[config.mk]
export PLATFORM = sky130hd
export DESIGN_NAME = data_mem_mmio
export DESIGN_NICKNAME = d
export VERILOG_FILES = /design/src/rtl/mips_mem_pkg.sv /design/src/rtl/out_fifo.sv /design/src/rtl/data_mem_mmio.sv
export SDC_FILE = /design/constraint.sdc
export NUM_CORES = 2
export LEC_CHECK = 0
export CORE_ASPECT_RATIO = 1.2
export CORE_MARGIN = 8
export CORE_UTILIZATION = 27
export CTS_CLUSTER_SIZE = 40
export DETAILED_ROUTE_END_ITERATION = 10
export HOLD_SLACK_MARGIN = 0.06
export MAX_ROUTING_LAYER = met4
export PLACE_DENSITY_LB_ADDON = 0.25
export SLEW_MARGIN = 10
export SYNTH_ARGS = -nofsm -noshare
export SYNTH_HDL_FRONTEND = slang
export SYNTH_SLANG_ARGS = --single-unit
[constraint.sdc]
create_clock -name clk -period 5.45 [get_ports clk]
set_clock_uncertainty 0.05 [all_clocks]
set_input_delay 1.3625 -clock clk [delete_from_list [all_inputs] [get_ports clk]]
set_output_delay 1.3625 -clock clk [all_outputs]
set_load 0.1 [all_outputs]
[src/rtl/mips_mem_pkg.sv]
// ---------------------------------------------------------------------------
// mips_mem_pkg
// Shared constants for the data memory / MMIO block: MMIO register
// addresses, STATUS bit positions and an address-region decoder.
// ---------------------------------------------------------------------------
package mips_mem_pkg;

    localparam logic [31:0] ADDR_OUT_DATA = 32'h0000_FF00;
    localparam logic [31:0] ADDR_STATUS   = 32'h0000_FF04;
    localparam logic [31:0] ADDR_CYCLE    = 32'h0000_FF08;

    // STATUS read value = {29'b0, ovf, full, empty}
    localparam int unsigned STAT_EMPTY_BIT = 0;
    localparam int unsigned STAT_FULL_BIT  = 1;
    localparam int unsigned STAT_OVF_BIT   = 2;

    typedef enum logic [2:0] {
        RegNone,
        RegRam,
        RegOut,
        RegStatus,
        RegCycle
    } region_e;

    // Byte offset bits are ignored for decode; alignment is checked separately.
    function automatic region_e decode_region(input logic [31:0] addr,
                                              input logic [31:0] ram_bytes);
        logic [31:0] word_addr;
        word_addr = {addr[31:2], 2'b00};
        if (word_addr < ram_bytes)              return RegRam;
        else if (word_addr == ADDR_OUT_DATA)    return RegOut;
        else if (word_addr == ADDR_STATUS)      return RegStatus;
        else if (word_addr == ADDR_CYCLE)       return RegCycle;
        else                                    return RegNone;
    endfunction

endpackage

[src/rtl/out_fifo.sv]
// ---------------------------------------------------------------------------
// out_fifo
// Synchronous FIFO for the MMIO output port. A push while full is accepted
// only when a pop happens in the same cycle.
// Ports:
//   clk      - clock, rising edge
//   reset    - synchronous, active-low; empties the FIFO
//   i_push   - push request (i_data)
//   i_pop    - pop request (ignored while empty)
//   i_data   - push data
//   o_head   - current head word (undefined content while empty)
//   o_full   - FIFO holds DEPTH entries
//   o_empty  - FIFO holds no entries
// ---------------------------------------------------------------------------
module out_fifo #(
    parameter int unsigned DEPTH = 4,
    parameter int unsigned WIDTH = 32
) (
    input  logic             clk,
    input  logic             reset,
    input  logic             i_push,
    input  logic             i_pop,
    input  logic [WIDTH-1:0] i_data,
    output logic [WIDTH-1:0] o_head,
    output logic             o_full,
    output logic             o_empty
);

    localparam int unsigned PW = $clog2(DEPTH);
    localparam int unsigned CW = PW + 1;

    logic [WIDTH-1:0] r_mem [DEPTH];
    logic [PW-1:0]    r_wptr;
    logic [PW-1:0]    r_rptr;
    logic [CW-1:0]    r_count;

    logic w_push;
    logic w_pop;

    assign o_full  = (r_count == CW'(DEPTH));
    assign o_empty = (r_count == '0);
    assign o_head  = r_mem[r_rptr];

    assign w_pop  = i_pop & ~o_empty;
    assign w_push = i_push & (~o_full | w_pop);

    // Pointers wrap naturally because DEPTH is a power of two.
    always_ff @(posedge clk) begin
        if (!reset) begin
            r_wptr  <= '0;
            r_rptr  <= '0;
            r_count <= '0;
        end else begin
            if (w_push) r_wptr <= r_wptr + PW'(1);
            if (w_pop)  r_rptr <= r_rptr + PW'(1);
            case ({w_push, w_pop})
                2'b10:   r_count <= r_count + CW'(1);
                2'b01:   r_count <= r_count - CW'(1);
                default: r_count <= r_count;
            endcase
        end
    end

    // Storage is not reset; writes are blocked while reset is asserted.
    always_ff @(posedge clk) begin
        if (reset && w_push) r_mem[r_wptr] <= i_data;
    end

endmodule

[src/rtl/data_mem_mmio.sv]
// ---------------------------------------------------------------------------
// data_mem_mmio
// Data memory for a single-cycle MIPS core: word RAM plus three MMIO
// registers (output FIFO, STATUS, free-running CYCLE counter).
// Ports:
//   clk             - clock, rising edge
//   reset           - synchronous, active-low
//   dmem_write      - store strobe
//   addr            - byte address (core alu_out)
//   dmem_write_data - store data
//   dmem_read_data  - combinational load data
//   out_valid       - output FIFO head valid
//   out_data        - output FIFO head word (0 when empty)
//   out_ready       - consumer accepts head
//   err             - sticky misaligned-store flag
// ---------------------------------------------------------------------------
module data_mem_mmio
    import mips_mem_pkg::*;
#(
    parameter int unsigned MEM_WORDS  = 64,
    parameter int unsigned FIFO_DEPTH = 4
) (
    input  logic        clk,
    input  logic        reset,
    input  logic        dmem_write,
    input  logic [31:0] addr,
    input  logic [31:0] dmem_write_data,
    output logic [31:0] dmem_read_data,
    output logic        out_valid,
    output logic [31:0] out_data,
    input  logic        out_ready,
    output logic        err
);

    localparam int unsigned AW        = $clog2(MEM_WORDS);
    localparam logic [31:0] RAM_BYTES = 32'(4 * MEM_WORDS);

    logic [31:0] r_ram [MEM_WORDS];
    logic [31:0] r_cycle;
    logic        r_ovf;
    logic        r_err;

    region_e     w_region;
    logic        w_aligned;
    logic        w_store_ok;
    logic        w_misaligned;
    logic        w_ram_we;
    logic        w_push_req;
    logic        w_pop;
    logic        w_ovf_set;
    logic        w_stat_wr;
    logic        w_cyc_wr;
    logic        w_full;
    logic        w_empty;
    logic [31:0] w_head;
    logic [31:0] w_status;

    assign w_region     = decode_region(addr, RAM_BYTES);
    assign w_aligned    = (addr[1:0] == 2'b00);
    // Stores are dropped entirely while reset is asserted.
    assign w_store_ok   = dmem_write & w_aligned & reset;
    assign w_misaligned = dmem_write & ~w_aligned & reset;

    assign w_ram_we   = w_store_ok & (w_region == RegRam);
    assign w_push_req = w_store_ok & (w_region == RegOut);
    assign w_stat_wr  = w_store_ok & (w_region == RegStatus);
    assign w_cyc_wr   = w_store_ok & (w_region == RegCycle);

    assign w_pop      = out_valid & out_ready & reset;
    // A push into a full FIFO survives only if the head leaves this cycle.
    assign w_ovf_set  = w_push_req & w_full & ~w_pop;

    out_fifo #(
        .DEPTH (FIFO_DEPTH),
        .WIDTH (32)
    ) u_out_fifo (
        .clk     (clk),
        .reset   (reset),
        .i_push  (w_push_req),
        .i_pop   (w_pop),
        .i_data  (dmem_write_data),
        .o_head  (w_head),
        .o_full  (w_full),
        .o_empty (w_empty)
    );

    assign out_valid = ~w_empty;
    assign out_data  = w_empty ? 32'h0 : w_head;
    assign err       = r_err;

    always_comb begin
        w_status                 = 32'h0;
        w_status[STAT_EMPTY_BIT] = w_empty;
        w_status[STAT_FULL_BIT]  = w_full;
        w_status[STAT_OVF_BIT]   = r_ovf;
    end

    // RAM contents survive reset.
    always_ff @(posedge clk) begin
        if (w_ram_we) r_ram[addr[AW+1:2]] <= dmem_write_data;
    end

    always_ff @(posedge clk) begin
        if (!reset) begin
            r_cycle <= 32'h0;
            r_ovf   <= 1'b0;
            r_err   <= 1'b0;
        end else begin
            r_cycle <= w_cyc_wr ? 32'h0 : r_cycle + 32'h1;
            if (w_stat_wr) begin
                r_ovf <= 1'b0;
                r_err <= 1'b0;
            end else begin
                if (w_ovf_set)    r_ovf <= 1'b1;
                if (w_misaligned) r_err <= 1'b1;
            end
        end
    end

    always_comb begin
        dmem_read_data = 32'h0;
        case (w_region)
            RegRam:    dmem_read_data = r_ram[addr[AW+1:2]];
            RegOut:    dmem_read_data = out_data;
            RegStatus: dmem_read_data = w_status;
            RegCycle:  dmem_read_data = r_cycle;
            default:   dmem_read_data = 32'h0;
        endcase
    end

endmodule

==> flow_summary.ini <==
[yosys]
async_flop_share_pct = 0
ys_top_cells_by_count = edfxtp_1 (2176), o22ai_1 (259), nor2_1 (227)
synth_top_area_share_pct = 75.4
netlist_area_um2 = 86600
ys_seq_area_share_pct = 76.4
avgSynthCellArea_um2 = 18.6
synth-main-ff-cell = edfxtp_1
synth_top_area_cell = edfxtp_1
synth_most_common_cell = edfxtp_1
yosys-top-cells-area = edfxtp_1 (75%), mux4_2 (4.9%), mux2_2 (2.4%)
synth_edf_count = 2176
syn_inst = 4666
yosys_warnings = 0
syn-num-nets = 4741
ys_types = 88
ys_seq_elements = 2219

[clocking]
path_clk_slew_ns = 0.06
clkLatencyLatePin_ns = 0.88
cts_tree = done
cts_max_level = 4
cts_hold_buffers = 0
max-clock-path-buffers = 4
root_buffer = clkbuf_16
cts_inserted_buffers = 225
cts.sinks = 2219

[setup_path]
cpPeakStageDelay_ns = 0.49
cp_common_cell = buf_4
rr_endpoint = u_out_fifo.r_count[2]
required_ns = 4.04
rrSetupSlack_ns = 2.55
critPathLaunchType = input pin
path_max_fanout = 7
cp_slowest_cell = nor4_4
r2r-start = u_out_fifo.r_count[0]
endpoint_kind = primary output
crit_chain = bufbuf_16 -> buf_8 -> nand2_8 -> buf_16 -> buf_12 -> o221ai_1 -> a22oi_1 -> buf_4 -> o22ai_1 -> buf_4 -> nor4_4 -> buf_4 -> a221o_1 -> buf_12
reg2reg_depth = 10
path_class = in2out
critPathLaunch = addr[4]
cp.arrival_ns = 4.14

[route]
detail-route-antenna-nets = 0
drtIter0Drc = 6913
vias = 53100
routedWlPerCell_um = 34.6
drt_pre_antenna_iters = 6
drc = 0
viasPerCell = 5.26
wirelength_mm = 349

[die]
rows = 228
chipWidth_um = 533
die_y_um = 636
dieArea_um2 = 339000
ios = 134
coreArea_um2 = 320000
start_util_pct = 27.0

[sta]
slew_viol_final = 0
hold_ws_ns = 0.444
finalCritPeriodShare_pct = 102
setup_viol = 8
tightestPinTransition_ns = 1.17
fin_setup_tns_ns = -0.187
fmax_ghz = 0.180
finalHoldViolCount = 0
setup_slack_ns = -0.106
grt_setup_unrepaired = yes
period_needed_ns = 5.56
relSlewSlack_pct = 22.1

[power]
p_int_mw = 28.2
p_sw_mw = 8.31
pwr_density_cell_nw_per_um2 = 333
power_mw = 36.5
clkPwrFrac_pct = 41.6
ir_drop_mv = 0.283
power.leakage_nw = 35.5
seqPwrFrac_pct = 51.3
p_sw_share_pct = 22.8
comb_power_share_pct = 7.2

[layout]
drive_gt1_share_pct = 33.4
nets = 5714
area_growth_pct = 26.6
finish.utilization_pct = 34.2

[outcome]
outcome = complete, but fails checks
violations = setup timing

[global_routing]
antenna_found_initial = 22
grt_pass1_vias = 52300
grt_start_max_net_pins = 69
grt_first_pass_wirelength_mm = 465
grt_usage_pct = 20.3
grt_overflow = 0

[min_path]
whs_path_depth = 1
min-delay-start = r_cycle[0]
min_path_type = reg2reg
hold_end = r_cycle[0]

[run]
maxCapViolations = 0

[place]
port_buffers = 133
place_ws_ns = -1.04
gp_congestion = 0.886
hpwl_mm = 226
==> cells in the final DEF, fill, tap and decap left out, types with 48 or more instances in the layout <==
master     count
a22oi_1       89
mux4_2       190
mux2_2       186
clkinv_1      53
buf_4        708
buf_12       199
o221ai_1     143
o22ai_1      243
clkbuf_16    228
edfxtp_1    2176
o21ai_0       66
mux2i_1      206
clkinv_2      48
nor2_1       153
nand2_1      108
nor2_4        68
a21oi_1       92
==> cells by family (layout without fill, tap and decap cells) <==
family | count (synthesis) | after routing | share of synthesized area (%)
AO/OA/AOI/OAI | 907 | 907 | 7.47
XOR/XNOR | 33 | 33 | 0.334
adder cells (fa/ha/maj) | 7 | 7 | 0.110
buffers and inverters | 326 | 1478 | 2.39
flip-flops | 2219 | 2219 | 76.4
multiplexers | 591 | 591 | 9.99
other | 0 | 11 | 0
AND/OR/NAND/NOR | 583 | 583 | 3.28
==> stage by stage <==
step,instances,instance area (um^2)
2_1_floorplan,4666,86800
3_3_place_gp,9560,100000
3_5_place_dp,9562,100000
4_1_cts,10100,109000
5_1_grt,10100,110000
6_report,10100,110000
==> routing by layer <==
metal,wire length [um],GRT usage [%],share of wire (%),vias up
li1,-,-,-,21300
met1,141000,26.0,40,28500
met2,166000,32.6,48,2778
met3,27200,3.31,7.8,584
met4,14700,7.17,4.2,0
met5,0,-,0,-
==> sequential cells by signal, indices dropped and copies added, names as in the netlist, named ones only <==
name,count
u_out_fifo.r_rptr,2
u_out_fifo.r_mem,128
err,1
r_cycle,32
r_ram,2048
u_out_fifo.r_wptr,2
r_ovf,1
u_out_fifo.r_count,3
==> worst max-delay path by stage <==
| stage | endpoint | slack (ns) | depth (start not counted) |
|---|---|---|---|
| 6_report | dmem_read_data[3] | -0.11 | 14 |
| 2_1_floorplan | dmem_read_data[19] | -0.34 | 9 |
| 5_1_grt | dmem_read_data[3] | -0.07 | 14 |
| 3_5_place_dp | dmem_read_data[5] | -1.04 | 11 |
| 3_3_place_gp | dmem_read_data[27] | -1.97 | 11 |
| 4_1_cts | dmem_read_data[5] | -0.07 | 11 |
==> worst max-delay path, delay by kind of cell <==
| kind | cells | cell delay [ns] |
|---|---|---|
| AOI/OAI and AO/OA | 4 | 0.68 |
| buffers and inverters | 8 | 1.42 |
| and+or+nand+nor | 2 | 0.63 |
==> cell type report <==
type | instances | area [um^2]
tap | 4255 | 5320
sequential | 2219 | 66200
clock inverter | 137 | 1190
timing repair buffer | 1055 | 11200
inverter | 17 | 80.1
multi-input combinational | 2121 | 19900
antenna | 11 | 27.5
fill | 30400 | 211000
clock buffer | 269 | 5820
==> power by group through the flow <==
stage / clock (mW) / sequential (mW) / combinational (mW)
after CTS: 15.4 / 18.7 / 2.54
after detailed placement: 0 / 19.1 / 2.37
final: 15.2 / 18.7 / 2.61
after floorplan: 0 / 19.1 / 0.858
after global routing: 15.9 / 18.7 / 2.66
after global placement: 0 / 19.1 / 2.36
==> what timing repair did <==
action / 4_1_cts / 5_1_grt
endpoints found under the setup margin: 32 / 28
pin swaps: 39 / 40
cloned: 10 / 2
buffers inserted: 78 / 20
resized for setup: 179 / 90
No activity file was read; power rests on OpenSTA's default activity.
